`config.mk`:
```
export PLATFORM = sky130hd
export DESIGN_NAME = tinyalu_arbiter
export DESIGN_NICKNAME = d
export VERILOG_FILES = /design/src/rtl/tinyalu_ctrl_pkg.sv /design/src/rtl/tinyalu_arbiter_rr.sv /design/src/rtl/tinyalu_arbiter.sv
export SDC_FILE = /design/constraint.sdc
export NUM_CORES = 1
export LEC_CHECK = 0
export BUFFER_PORTS_ARGS = -buffer_cell sky130_fd_sc_hd__buf_4
export CAP_MARGIN = 20
export CORE_MARGIN = 8
export CORE_UTILIZATION = 34
export CTS_CLUSTER_DIAMETER = 30
export DETAILED_ROUTE_END_ITERATION = 16
export SLEW_MARGIN = 20
export SYNTH_ARGS = -nofsm -noshare
export SYNTH_HDL_FRONTEND = slang
export SYNTH_SLANG_ARGS = --single-unit
export TNS_END_PERCENT = 30
```
`constraint.sdc`:
```
create_clock -name clk -period 4.76 [get_ports clk]
set_input_delay 0.952 -clock clk [delete_from_list [all_inputs] [get_ports clk]]
set_output_delay 0.952 -clock clk [all_outputs]
set_load 0.02 [all_outputs]
```
`src/rtl/tinyalu_ctrl_pkg.sv`:
```
// tinyalu_ctrl_pkg
// Shared types and helpers for the TinyALU arbiter slice.
//   op_e      : 3-bit TinyALU opcode encoding
//   state_e   : arbiter FSM states
//   is_alu_op : true for opcodes that are actually sent to the ALU
package tinyalu_ctrl_pkg;

    typedef enum logic [2:0] {
        NOP = 3'b000,
        ADD = 3'b001,
        AND = 3'b010,
        XOR = 3'b011,
        MUL = 3'b100
    } op_e;

    typedef enum logic [1:0] {
        IDLE,
        BUSY,
        RESP
    } state_e;

    // NOP and the unused encodings 101..111 are answered locally and
    // never reach the ALU, so only these four count as real ALU work.
    function automatic logic is_alu_op(input logic [2:0] op);
        case (op)
            ADD, AND, XOR, MUL: return 1'b1;
            default:            return 1'b0;
        endcase
    endfunction

endpackage

```
`src/rtl/tinyalu_arbiter_rr.sv`:
```
// rr_arbiter
// Purely combinational round-robin pick: the first set request bit at or
// after the pointer, wrapping around. The pointer itself is owned and
// advanced by the parent.
//   req   : request vector, one bit per requester
//   ptr   : index with the highest priority this cycle
//   grant : one-hot grant (all zero when no request is set)
//   idx   : index of the granted requester (0 when nothing is granted)
module rr_arbiter #(
    parameter int N  = 4,
    parameter int IW = $clog2(N)
) (
    input  logic [N-1:0]  req,
    input  logic [IW-1:0] ptr,
    output logic [N-1:0]  grant,
    output logic [IW-1:0] idx
);

    int   pos;
    logic found;

    // Walk the requesters starting at the pointer; the found flag keeps
    // only the first hit so the grant stays one-hot.
    always_comb begin
        grant = '0;
        idx   = '0;
        found = 1'b0;
        pos   = 0;
        for (int k = 0; k < N; k++) begin
            pos = int'(ptr) + k;
            if (pos >= N) begin
                pos = pos - N;
            end
            if (!found && req[pos]) begin
                found      = 1'b1;
                grant[pos] = 1'b1;
                idx        = IW'(pos);
            end
        end
    end

endmodule

```
`src/rtl/tinyalu_arbiter.sv`:
```
// tinyalu_arbiter
// Shares one TinyALU between N requesters, granting round-robin and
// holding the ALU inputs stable until done (or a timeout) before sending
// the result back to the granted requester.
//   clk, reset_n           : clock, asynchronous active-low reset
//   req_valid/ready        : per-requester handshake (ready is combinational)
//   req_a/req_b/req_op     : packed per-requester operands and opcodes
//   rsp_valid/result/err   : one-cycle, one-hot completion to the requester
//   alu_start/a/b/op       : registered drive of the shared ALU
//   alu_done/alu_result    : completion from the ALU
//   busy                   : high whenever the FSM is not IDLE
module tinyalu_arbiter
    import tinyalu_ctrl_pkg::*;
#(
    parameter int N           = 4,
    parameter int TIMEOUT_CYC = 16
) (
    input  logic           clk,
    input  logic           reset_n,
    input  logic [N-1:0]   req_valid,
    output logic [N-1:0]   req_ready,
    input  logic [N*8-1:0] req_a,
    input  logic [N*8-1:0] req_b,
    input  logic [N*3-1:0] req_op,
    output logic [N-1:0]   rsp_valid,
    output logic [15:0]    rsp_result,
    output logic           rsp_err,
    output logic           alu_start,
    output logic [7:0]     alu_a,
    output logic [7:0]     alu_b,
    output logic [2:0]     alu_op,
    input  logic           alu_done,
    input  logic [15:0]    alu_result,
    output logic           busy
);

    localparam int IW = $clog2(N);
    localparam int CW = $clog2(TIMEOUT_CYC);

    state_e        state_q, state_d;
    logic [IW-1:0] ptr_q, ptr_d;
    logic [N-1:0]  win_q, win_d;
    logic [CW-1:0] cnt_q, cnt_d;

    logic          alu_start_d;
    logic [7:0]    alu_a_d, alu_b_d;
    logic [2:0]    alu_op_d;
    logic [N-1:0]  rsp_valid_d;
    logic [15:0]   rsp_result_d;
    logic          rsp_err_d;
    logic          busy_d;

    logic [N-1:0]  gnt;
    logic [IW-1:0] gnt_idx;
    logic [7:0]    sel_a, sel_b;
    logic [2:0]    sel_op;

    rr_arbiter #(.N(N), .IW(IW)) u_rr (
        .req   (req_valid),
        .ptr   (ptr_q),
        .grant (gnt),
        .idx   (gnt_idx)
    );

    // Only the IDLE state can accept, so the ready strobe is the grant
    // gated by the state.
    assign req_ready = gnt & {N{state_q == IDLE}};

    // One-hot AND-OR mux that picks the winner's operands and opcode.
    always_comb begin
        sel_a  = '0;
        sel_b  = '0;
        sel_op = '0;
        for (int i = 0; i < N; i++) begin
            if (gnt[i]) begin
                sel_a  = sel_a  | req_a[8*i +: 8];
                sel_b  = sel_b  | req_b[8*i +: 8];
                sel_op = sel_op | req_op[3*i +: 3];
            end
        end
    end

    // Next-state and next-output logic. Every output is computed here and
    // registered below so that alu_* and rsp_* change only on clock edges.
    // The winner is kept one-hot so it can be copied straight to rsp_valid.
    always_comb begin
        state_d      = state_q;
        ptr_d        = ptr_q;
        win_d        = win_q;
        cnt_d        = cnt_q;
        alu_start_d  = alu_start;
        alu_a_d      = alu_a;
        alu_b_d      = alu_b;
        alu_op_d     = alu_op;
        rsp_valid_d  = '0;
        rsp_result_d = '0;
        rsp_err_d    = 1'b0;

        case (state_q)
            IDLE: begin
                alu_start_d = 1'b0;
                if (|req_valid) begin
                    win_d = gnt;
                    ptr_d = (gnt_idx == IW'(N-1)) ? '0 : gnt_idx + 1'b1;
                    if (is_alu_op(sel_op)) begin
                        state_d     = BUSY;
                        alu_start_d = 1'b1;
                        alu_a_d     = sel_a;
                        alu_b_d     = sel_b;
                        alu_op_d    = sel_op;
                        cnt_d       = '0;
                    end else begin
                        state_d     = RESP;
                        rsp_valid_d = gnt;
                        rsp_err_d   = (sel_op != NOP);
                    end
                end
            end
            BUSY: begin
                alu_start_d = 1'b1;
                if (alu_done) begin
                    state_d      = RESP;
                    alu_start_d  = 1'b0;
                    rsp_valid_d  = win_q;
                    rsp_result_d = alu_result;
                    cnt_d        = '0;
                end else if (cnt_q == CW'(TIMEOUT_CYC-1)) begin
                    state_d     = RESP;
                    alu_start_d = 1'b0;
                    rsp_valid_d = win_q;
                    rsp_err_d   = 1'b1;
                    cnt_d       = '0;
                end else begin
                    cnt_d = cnt_q + 1'b1;
                end
            end
            RESP: begin
                state_d     = IDLE;
                alu_start_d = 1'b0;
            end
            default: begin
                state_d     = IDLE;
                alu_start_d = 1'b0;
            end
        endcase

        busy_d = (state_d != IDLE);
    end

    // State and output registers; reset drops any in-flight op silently.
    always_ff @(posedge clk or negedge reset_n) begin
        if (!reset_n) begin
            state_q    <= IDLE;
            ptr_q      <= '0;
            win_q      <= '0;
            cnt_q      <= '0;
            alu_start  <= 1'b0;
            alu_a      <= '0;
            alu_b      <= '0;
            alu_op     <= '0;
            rsp_valid  <= '0;
            rsp_result <= '0;
            rsp_err    <= 1'b0;
            busy       <= 1'b0;
        end else begin
            state_q    <= state_d;
            ptr_q      <= ptr_d;
            win_q      <= win_d;
            cnt_q      <= cnt_d;
            alu_start  <= alu_start_d;
            alu_a      <= alu_a_d;
            alu_b      <= alu_b_d;
            alu_op     <= alu_op_d;
            rsp_valid  <= rsp_valid_d;
            rsp_result <= rsp_result_d;
            rsp_err    <= rsp_err_d;
            busy       <= busy_d;
        end
    end

endmodule

```
==> results.py <==
metrics = {
    "routing": {
        "drt_pass1_iterations": 4,
        "via_per_inst": 5.25,
        "antenna_left": 0,
        "drtIter0Drc": 205,
        "dr_total_vias": 3119,
        "wirelength_mm": 10.5,
        "remaining_drc_errors": 0,
        "wl_per_cell_um": 17.7,
    },
    "finish": {
        "final_common_cell": "buf_4",
        "layout_common_cells": "buf_4, dfrtp_1, a22oi_1",
        "n_fill_cell": 937,
        "regArea_um2": 1350,
        "nNetsFinal": 564,
        "drive_gt1_share_pct": 42.1,
        "multi_input_area_um2": 1860,
        "area_delta_synth_final_pct": 37.7,
        "diodes": 0,
    },
    "grt": {
        "antenna_found_initial": 0,
        "track_usage_pct": 15.4,
        "grt_pass1_vias": 3126,
        "grt-ovfl-total": 0,
        "grt_max_degree": 55,
        "grt_pass1_wl_mm": 16.6,
    },
    "timing": {
        "max_freq_mhz": 225,
        "skew_ns": 0.00858,
        "setup_violations": 0,
        "finalHoldViolations": 0,
        "slew-limit-headroom_pct": 40.9,
        "tns_ns": 0,
        "rsz0062_at_grt": "false",
        "worst_pin_slew_ns": 0.883,
        "finalCritPeriodShare_pct": 93.4,
        "slew_violations": 0,
        "fin_crit_ns": 4.45,
    },
    "placement": {
        "place.port_buffers": 144,
        "place_congestion": 0.870,
        "dp_hpwl_mm": 7.96,
    },
    "setup_path": {
        "path_class": "reg -> out",
        "startpoint_type": "register",
        "path_common_cell": "buf_4",
        "r2r_setup_slack_ns": 0.75,
        "r2r_cells": 10,
        "cp_data_arrival_time_ns": 3.50,
        "r2r-end": "alu_b[7]$_DFFE_PN0P_",
        "critPathMaxFanout": 18,
        "slowest_stage": "mux4_2",
        "r2r-start": "ptr_q[1]$_DFFE_PN0P_",
        "endpoint_kind": "output pin",
        "crit_chain": "inv_1 > ha_1 > mux4_2 > a221oi_2 > nor3_1 > a221o_1 > buf_4 > and2_1 > buf_4",
        "max_stage_delay_ns": 0.66,
        "worstPathRequired_ns": 3.81,
    },
    "synthesis": {
        "ys_ff_latch": 54,
        "ys_seq_area_share_pct": 40.2,
        "syn-num-nets": 433,
        "syn_area_um2": 3360,
        "yosys_warnings": 0,
        "avgSynthCellArea_um2": 10.2,
        "synthFlopType": "dfrtp_1",
        "synth_edf_count": 0,
        "synth_cell_types": 52,
        "synthArstFlopShare_pct": 100,
        "syn_inst": 329,
    },
    "worst_hold_path": {
        "hp-class": "reg -> reg",
        "hold_start": "win_q[0]$_DFFE_PN0P_",
        "holdPathStages": 1,
        "hold_path_end": "win_q[0]$_DFFE_PN0P_",
    },
    "floorplanning": {
        "io_pins": 145,
        "rows": 36,
        "start_util_pct": 34.7,
        "core-area_um2": 9680,
        "die-area_um2": 13300,
        "die_h_um": 115,
        "die_w_um": 115,
    },
    "job": {
        "max_cap_viol_count": 0,
    },
    "power": {
        "pwr_density_cell_nw_per_um2": 726,
        "vdd_ir_drop_max_mv": 0.316,
        "power.leakage_uw": 0.00235,
        "totalPowerFinal_uw": 3360,
    },
    "clock_network": {
        "htree_levels": 2,
        "clk_path_buf_depth": 2,
        "cts.repair.resized": 0,
        "ctsHoldBuffers": 0,
        "postCtsSetupRepairBufs": 0,
        "clkLatencyLatePin_ns": 0.30,
        "cts_num_sinks": 54,
        "cts_made_buffers": 5,
        "clk_pin_slew_ns": 0.10,
        "cts_root_buf": "clkbuf_8",
        "tritoncts": "done",
    },
    "run_status": {
        "status": "complete, no violations",
    },
}
==> cells in the mapped netlist, types with 4 or more instances <==
cell type  number  area [um^2]
dfrtp_1        54         1350
a22oi_1        45          338
nand2_1        29          109
and3_1         18          113
nor2_1         17         63.8
mux2_4         16          240
o21ai_0        14         70.1
clkbuf_1       13         48.8
a21o_1          7         52.6
a21oi_1         7         35.0
mux2_2          7         78.8
a32o_1          6         60.1
and2_1          6         37.5
buf_2           6         30.0
ha_1            5         62.6
inv_1           5         18.8
nor2b_1         5         31.3
a22o_1          4         35.0
buf_6           4         45.0
nand3_1         4         20.0
nor3b_1         4         30.0
==> layout make-up <==
cell class / count / area share [%]
Multi-Input combinational cell: 245 / 40.1
Sequential cell: 54 / 29.2
Timing Repair Buffer: 149 / 24.2
Tap cell: 133 / 3.60
Clock buffer: 5 / 1.49
Clock inverter: 3 / 0.974
Inverter: 5 / 0.406
==> worst max-delay path by stage <==
stage	start	end
floorplan	register	req_ready[3]
global placement	ptr_q[1]$_DFFE_PN0P_	req_ready[2]
detailed placement	ptr_q[1]$_DFFE_PN0P_	req_ready[2]
CTS	ptr_q[1]$_DFFE_PN0P_	req_ready[2]
global route	ptr_q[1]$_DFFE_PN0P_	req_ready[2]
finish	ptr_q[1]$_DFFE_PN0P_	req_ready[2]
==> critical path, delay by kind of cell (launching register included) <==
kind	cells	cell delay (ns)
muxes	1	0.66
adders and majority gates	1	0.55
and+or+nand+nor	2	0.30
DFF	1	0.60
AOI/OAI and AO/OA	2	0.51
buffers and inverters	3	0.55
==> power by group <==
group	total [uW]	internal (uW)	leakage (uW)	switching, uW
clock network	305	157	0.0000504	149
registers	726	629	0.000696	96.9
logic	2330	1080	0.00160	1250
total	3360	1860	0.00235	1500
==> cells by family (layout without fill, tap and decap cells) <==
family                   count (synthesis)  after routing  synth area share (%)
multiplexers                            29             29                  12.4
AO/OA/AOI/OAI                          111            111                  25.3
buffers and inverters                   30            162                  4.51
flip-flops                              54             54                  40.2
XOR/XNOR                                 2              2                 0.522
AND/OR/NAND/NOR                         98             98                  15.2
adder cells (fa/ha/maj)                  5              5                  1.86
==> per-layer routing <==
| metal | wire, um | part of all wire (%) | track usage [%] | vias to the layer above |
|---|---|---|---|---|
| li1 | - | - | - | 1507 |
| met1 | 4800 | 46 | 20.9 | 1483 |
| met2 | 4860 | 46 | 24.2 | 123 |
| met3 | 817 | 7.8 | 4.10 | 6 |
| met4 | 32 | 0.30 | 2.19 | 0 |
| met5 | 0 | 0 | 0 | - |
==> sequential cells by signal, summed over array words and instances, names as in the netlist, named ones only <==
| name | cells |
|---|---|
| alu_op | 3 |
| rsp_valid | 4 |
| win_q | 4 |
| alu_start | 1 |
| alu_a | 8 |
| state_q | 2 |
| ptr_q | 1 |
| rsp_err | 1 |
| cnt_q | 4 |
| alu_b | 8 |
| rsp_result | 16 |
| busy | 1 |
==> through the flow <==
step | hold WS, ns | utilization [%] | cell area, um^2 | instances | setup slack (ns)
2_1_floorplan | 0.450 | - | 3360 | 329 | 0.626
3_3_place_gp | 0.465 | 46.6 | 4510 | 586 | 0.791
3_5_place_dp | 0.466 | 46.6 | 4510 | 586 | 0.666
4_1_cts | 0.493 | 47.8 | 4630 | 594 | 0.318
5_1_grt | 0.532 | 47.8 | 4630 | 594 | 0.124
6_report | 0.490 | 47.8 | 4630 | 594 | 0.312
Note: power is estimated with default switching activity, not from simulation.
